File: src/rtl/spin_pkg.sv
// Shared constants and helpers for the spin-display timing blocks.
package spin_pkg;

  localparam int LINES_DEF   = 512;
  localparam int LINES_W_DEF = $clog2(LINES_DEF);
  localparam int CNT_W_DEF   = 24;

  // Line index seen by LED arm 'arm' when arm 0 is on line 'idx'.
  // Arms are evenly spread around the revolution; lines is a power of two.
  function automatic int unsigned arm_index(input int unsigned idx,
                                            input int unsigned arm,
                                            input int unsigned lines,
                                            input int unsigned arms);
    return (idx + arm * (lines / arms)) & (lines - 1);
  endfunction

endpackage

File: src/rtl/sync_edge_det.sv
// Synchroniser plus rising-edge detector for an asynchronous strobe.
// The rise pulse is registered, so an input high sampled at cycle 0 gives
// rise high at cycle SYNC_STAGES.
module sync_edge_det #(
  parameter int SYNC_STAGES = 2
) (
  input  logic clk,
  input  logic rst,
  input  logic async_in,
  output logic rise
);

  logic [SYNC_STAGES-1:0] sync_chain;
  logic                   sync_prev;

  // Metastability chain, previous synchronised sample and registered edge pulse
  always_ff @(posedge clk) begin
    if (rst) begin
      sync_chain <= '0;
      sync_prev  <= 1'b0;
      rise       <= 1'b0;
    end else begin
      sync_chain <= {sync_chain[SYNC_STAGES-2:0], async_in};
      sync_prev  <= sync_chain[SYNC_STAGES-1];
      rise       <= sync_chain[SYNC_STAGES-1] & ~sync_prev;
    end
  end

endmodule

File: src/rtl/line_sync_gen.sv
// Frame-to-line timing generator: measures the revolution period from
// frame_sync_in and spreads LINES evenly spaced line strobes over each frame.
module line_sync_gen
  import spin_pkg::*;
#(
  parameter int              LINES       = LINES_DEF,
  parameter int              CNT_W       = CNT_W_DEF,
  parameter int              SYNC_STAGES = 2,
  parameter int              MIN_PERIOD  = 4096,
  parameter longint unsigned TIMEOUT     = (64'd1 << CNT_W) - 64'd1,
  parameter int              LOCK_FRAMES = 2,
  parameter int              PULSE_W     = 4,
  parameter int              ARMS        = 1
) (
  input  logic                             sys_clk,
  input  logic                             global_rst,
  input  logic                             frame_sync_in,
  output logic                             line_sync,
  output logic [ARMS*$clog2(LINES)-1:0]    line_idx,
  output logic                             frame_start,
  output logic [CNT_W-1:0]                 frame_period,
  output logic                             locked
);

  localparam int LINES_W  = $clog2(LINES);
  localparam int LOCK_W   = $clog2(LOCK_FRAMES + 1);
  localparam int PULSE_CW = $clog2(PULSE_W + 1);

  localparam logic [CNT_W-1:0]    CNT_MAX   = '1;
  localparam logic [CNT_W-1:0]    MIN_V     = CNT_W'(MIN_PERIOD);
  localparam logic [CNT_W-1:0]    TIMEOUT_V = CNT_W'(TIMEOUT);
  localparam logic [LOCK_W-1:0]   LOCK_V    = LOCK_W'(LOCK_FRAMES);
  localparam logic [LINES_W-1:0]  IDX_MAX   = '1;
  localparam logic [CNT_W:0]      STEP      = (CNT_W+1)'(LINES);
  localparam logic [PULSE_CW-1:0] PULSE_V   = PULSE_CW'(PULSE_W);

  function automatic logic [CNT_W-1:0] sat_inc_cnt(input logic [CNT_W-1:0] v);
    return (v == CNT_MAX) ? v : v + CNT_W'(1);
  endfunction

  function automatic logic [LOCK_W-1:0] sat_inc_lock(input logic [LOCK_W-1:0] v);
    return (v >= LOCK_V) ? v : v + LOCK_W'(1);
  endfunction

  function automatic logic [PULSE_CW-1:0] dec_floor(input logic [PULSE_CW-1:0] v);
    return (v == '0) ? v : v - PULSE_CW'(1);
  endfunction

  logic                        rise;
  logic [CNT_W-1:0]            pcnt;
  logic [CNT_W-1:0]            pcnt_inc;
  logic [LOCK_W-1:0]           lock_cnt;
  logic [LOCK_W-1:0]           lock_inc;
  logic                        accept;
  logic                        timeout;
  logic                        lock_ok;
  logic [CNT_W:0]              acc;
  logic [CNT_W:0]              acc_sum;
  logic [CNT_W:0]              acc_nxt;
  logic signed [CNT_W+1:0]     acc_diff;
  logic                        step_hit;
  logic [LINES_W-1:0]          idx;
  logic [LINES_W-1:0]          idx_nxt;
  logic                        strobe;
  logic [PULSE_CW-1:0]         pulse_cnt;
  logic [PULSE_CW-1:0]         pulse_nxt;
  logic [ARMS*LINES_W-1:0]     idx_arms;

  sync_edge_det #(
    .SYNC_STAGES (SYNC_STAGES)
  ) u_frame_edge (
    .clk      (sys_clk),
    .rst      (global_rst),
    .async_in (frame_sync_in),
    .rise     (rise)
  );

  // pcnt counts cycles already elapsed in the frame, so pcnt+1 is the
  // period in cycles measured on the cycle the edge arrives.
  assign pcnt_inc = sat_inc_cnt(pcnt);
  assign lock_inc = sat_inc_lock(lock_cnt);
  assign accept   = rise && (pcnt_inc >= MIN_V);
  assign timeout  = !accept && (pcnt_inc >= TIMEOUT_V);
  assign lock_ok  = locked || (lock_inc >= LOCK_V);

  // Period measurement, glitch rejection, lock qualification and timeout
  always_ff @(posedge sys_clk) begin
    if (global_rst) begin
      pcnt         <= '0;
      frame_period <= '0;
      lock_cnt     <= '0;
      locked       <= 1'b0;
      frame_start  <= 1'b0;
    end else begin
      frame_start <= accept;
      if (accept) begin
        pcnt         <= '0;
        frame_period <= pcnt_inc;
        lock_cnt     <= lock_inc;
        if (lock_ok) locked <= 1'b1;
      end else begin
        pcnt <= pcnt_inc;
        if (timeout) begin
          locked   <= 1'b0;
          lock_cnt <= '0;
        end
      end
    end
  end

  // The accumulator gains LINES per cycle and sheds one frame_period per
  // line, so strobes land within one cycle of ideal and error never builds.
  assign acc_sum  = acc + STEP;
  assign acc_diff = signed'({1'b0, acc_sum}) - signed'({2'b00, frame_period});
  assign step_hit = (acc_diff >= 0);

  // Next accumulator/index and strobe decision; an accepted edge outranks overflow
  always_comb begin
    acc_nxt = acc;
    idx_nxt = idx;
    strobe  = 1'b0;
    if (timeout) begin
      acc_nxt = '0;
      idx_nxt = '0;
    end else if (accept && lock_ok) begin
      acc_nxt = '0;
      idx_nxt = '0;
      strobe  = 1'b1;
    end else if (locked && (idx != IDX_MAX)) begin
      if (step_hit) begin
        acc_nxt = acc_diff[CNT_W:0];
        idx_nxt = idx + LINES_W'(1);
        strobe  = 1'b1;
      end else begin
        acc_nxt = acc_sum;
      end
    end
  end

  // Accumulator and line index state
  always_ff @(posedge sys_clk) begin
    if (global_rst) begin
      acc <= '0;
      idx <= '0;
    end else begin
      acc <= acc_nxt;
      idx <= idx_nxt;
    end
  end

  // Per-arm line indices, arm 0 in the least significant field
  always_comb begin
    idx_arms = '0;
    for (int a = 0; a < ARMS; a++) begin
      idx_arms[a*LINES_W +: LINES_W] =
        LINES_W'(arm_index(32'(idx_nxt), a, LINES, ARMS));
    end
  end

  assign pulse_nxt = strobe ? PULSE_V : dec_floor(pulse_cnt);

  // Pulse stretcher; line_idx is loaded on the same edge that starts the pulse
  always_ff @(posedge sys_clk) begin
    if (global_rst || timeout) begin
      pulse_cnt <= '0;
      line_sync <= 1'b0;
      line_idx  <= '0;
    end else begin
      pulse_cnt <= pulse_nxt;
      line_sync <= (pulse_nxt != '0);
      if (strobe) line_idx <= idx_arms;
    end
  end

endmodule
File: config.mk
export PLATFORM = sky130hd
export DESIGN_NAME = line_sync_gen
export DESIGN_NICKNAME = d
export VERILOG_FILES = /design/src/rtl/spin_pkg.sv /design/src/rtl/sync_edge_det.sv /design/src/rtl/line_sync_gen.sv
export SDC_FILE = /design/constraint.sdc
export NUM_CORES = 1
export LEC_CHECK = 0
export CORE_MARGIN = 8
export CORE_UTILIZATION = 50
export CTS_BUF_LIST = sky130_fd_sc_hd__clkbuf_2 sky130_fd_sc_hd__clkbuf_4 sky130_fd_sc_hd__clkbuf_8
export CTS_CLUSTER_DIAMETER = 60
export DETAILED_ROUTE_END_ITERATION = 12
export GPL_TIMING_DRIVEN = 1
export HOLD_SLACK_MARGIN = 0.05
export PLACE_DENSITY = 0.71
export SYNTH_ARGS = -nofsm -noshare
export SYNTH_HDL_FRONTEND = slang
export SYNTH_SLANG_ARGS = --single-unit
export TNS_END_PERCENT = 100
File: constraint.sdc
create_clock -name sys_clk -period 3.98 [get_ports sys_clk]
set_input_delay 0.796 -clock sys_clk [delete_from_list [all_inputs] [get_ports sys_clk]]
set_output_delay 0.796 -clock sys_clk [all_outputs]
set_load 0.01 [all_outputs]
==> key figures <==
Synth
  • Synth Flop Type: dfxtp_1
  • Ys async rst share: 0%
  • Area contributors post-synth: dfxtp_1 (33%), ha_1 (6.6%), nor2_1 (6.1%)
  • Post-synth EDFFs: 0
  • Mapped Nets: just over 800
  • Average size of a mapped cell: slightly above 8 um^2
  • Yosys synthesis warning count: 0
  • Cells after Synth: 776
  • Part of the Yosys area used for sequential elements: between 30% and 40%
  • Yosys reg bits: between 100 and 150
  • Top-area cell type share of the netlist area: roughly a third
  • Biggest area consumer among synthesized cells: dfxtp_1
  • Mapped Area: 6240 um^2
  • Synth unique cells: roughly 70

Timing
  • Fin. max-slew vios: 0
  • Slew @ Worst Pin: approximately 0.60 ns
  • Fmax: between 0.2 and 0.3 GHz
  • Final Setup Violations: 0
  • Final Hold Fails: 0
  • Hold Worst Slack: slightly below 0.4 ns
  • Max_slew headroom: 59.5%
  • Tcrit/Tclk final: approximately 93%
  • Post-route minimum period: between 3 and 4 ns
  • Final WS setup: about 0.27 ns
  • Clk_skew: between 0.01 and 0.015 ns
  • Post-Route Setup TNS: 0 ns
  • RSZ-0062 raised after global routing: no

Clock network
  • CTS tree: built
  • Clock Sinks: about 100
  • Clk pin slew, worst setup/hold paths: 0.11 ns
  • Worst skew pair latency: around 0.40 ns
  • Hold-fix buffers, CTS: 0
  • TritonCTS buffer count: 9
  • # Post-CTS Setup Buffers: 0
  • Clk root buf: clkbuf_8
  • CTS H-tree lvls: 3
  • Clock Tree Buf Depth: 2

Worst setup path
  • Critical Path Start: pcnt[0]
  • Critical path peak fanout: 9
  • R2R depth: 11
  • Critical Path Sink Type: register
  • Reg-to-reg endpoint: acc[22]
  • Startpoint types: register
  • Setup Crit Path Kind: register to register
  • WP data arrival: about 4 ns
  • Worst endpoint required time: roughly 4.3 ns
  • Flop2flop setup slack: roughly 0.27 ns
  • Crit path capture: acc[22]
  • Reg2reg start: pcnt[0]

Global route
  • First-pass GRT wire length: roughly 27000 um
  • Initial antenna violation count: 0
  • Gr ovfl total: 0
  • Largest net degree at the start of global routing: 28
  • Number of global-route vias before repair: roughly 5.5k
  • GRT Total Usage: 20.8%

Final layout
  • Layout cells sized above 1: under 10%
  • Most common cell after layout, fill and taps aside: nor2_1
  • Most frequent cells in the layout: nor2_1 (99), dfxtp_1 (98), nand2_1 (63)
  • Antenna fix cells: 0
  • Area Growth Syn to Fin: 13.5%
  • Fin nets: roughly 850

Route
  • First drt pass iteration count: 5
  • Total vias in the final route: about 5.7k
  • Final ANT Viol Nets: 0
  • Post-Route WL: approximately 17000 um
  • Via/cell ratio: approximately 5.7
  • DRC: 0
  • Drt initial violations: between 400 and 500
  • Wirelength per Cell: about 17 um

Die
  • Core area: between 10000 and 15000 um^2
  • DIE HEIGHT: 128 um
  • DIE WIDTH: between 100 and 150 um
  • Die area: ~16000 um^2
  • I/O Pins: 39
  • Std-Cell Rows: between 40 and 50
  • Initial Util: between 50% and 60%

Worst hold path
  • Worst min-delay path category: register to register

Placement
  • Buffers on Ports: 38
  • Final HPWL DP: between 10000 and 15000 um
  • Post-Place Worst Slack: 0.175 ns
  • Gpl congestion: roughly 0.90

Job
  • Maxcap violations: 0

Power and ir drop
  • Power Density: between 200 and 300 nW/um^2
  • Peak supply drop: 0.251 mV
  • Leakage power: between 2 and 3 nW

Status
  • Outcome: completed
cell usage after synthesis (all sizes together) (8+ instances only):
cell type / count
inv: 45
ha: 33
nor2b: 12
and2: 16
a211oi: 27
a31oi: 15
nand2: 63
a21oi: 54
clkbuf: 18
nor2: 103
xor2: 20
buf: 17
nor4: 12
nand4: 20
o2bb2ai: 8
and3: 12
xnor2: 34
o21ai: 24
nor3: 20
dfxtp: 103
a21o: 12
mux2i: 9
nand3: 22
stage by stage:
stage	cells	util (%)	power, mW	cell area (um^2)
2_1_floorplan	776	-	1.15	6240
3_3_place_gp	977	55.3	1.18	6860
5_1_grt	993	57.1	1.90	7090
3_5_place_dp	977	55.3	1.18	6860
6_report	993	57.1	1.84	7090
4_1_cts	993	56.9	1.86	7060
what timing repair did:
action                                  CTS  global route
endpoints found under the setup margin    0            33
hold endpoints to repair                  0             0
resized for setup                         0            11
where the power goes:
| part | switching, mW | leakage (nW) | total (mW) | internal, mW |
|---|---|---|---|---|
| clock network | 0.418 | 0.104 | 0.681 | 0.262 |
| logic | 0.0609 | 1.67 | 0.106 | 0.0448 |
| registers | 0.0102 | 0.834 | 1.05 | 1.04 |
flip-flops by register name (all words and copies together) (netlist names), 2 cells and up:
name	cells
acc	25
frame_period	24
idx	9
line_idx	9
lock_cnt	2
pcnt	24
pulse_cnt	3
u_frame_edge.sync_chain	2
worst min-delay path by stage:
| stage | startpoint | endpoint | depth (start not counted) |
|---|---|---|---|
| 6_report | u_frame_edge.sync_prev | u_frame_edge.rise | 1 |
| 4_1_cts | u_frame_edge.sync_prev | u_frame_edge.rise | 1 |
| 3_5_place_dp | u_frame_edge.sync_prev | u_frame_edge.rise | 1 |
| 3_3_place_gp | u_frame_edge.sync_prev | u_frame_edge.rise | 1 |
| 2_1_floorplan | u_frame_edge.sync_prev | u_frame_edge.rise | 1 |
| 5_1_grt | u_frame_edge.sync_prev | u_frame_edge.rise | 1 |
critical path, stage by stage (launching register included):
cell	delay (ns)
dfxtp_1	0.48
ha_1	0.31
nand4_2	0.22
or3_1	0.50
or4_1	0.55
and4_1	0.21
nor4_1	0.28
nand4_1	0.21
o221ai_4	0.41
buf_4	0.25
a31oi_1	0.06
o21a_1	0.11
cell families (layout without fill, tap and decap cells):
group           after synthesis  count (layout)  share of synthesized area (%)
simple gates                312             312                           25.3
compound gates              181             181                           19.9
flops                       103             103                           33.0
buf+inv                      81             126                           5.49
xor+xnor                     54              54                           7.58
fa+ha+maj                    34              34                           6.93
mux                          11              11                           1.80
routing by layer:
metal  global-route usage (%)  up-vias  wire length, um
li1                         -     2833                -
met1                     27.3     2677             8100
met2                     33.2      127             7510
met3                     3.79       26              766
met4                     7.83        0              385
met5                        0        -                0
layout make-up:
class                      count  area (um^2)
clock inverter                 6         61.3
timing repair buffer          64          576
clock buffer                  10          138
multi-input combinational    592         3860
inverter                      46          173
sequential                   103         2070
fill                        1251         5330
tap                          172          215
Note: power is estimated with default switching activity, not from simulation.
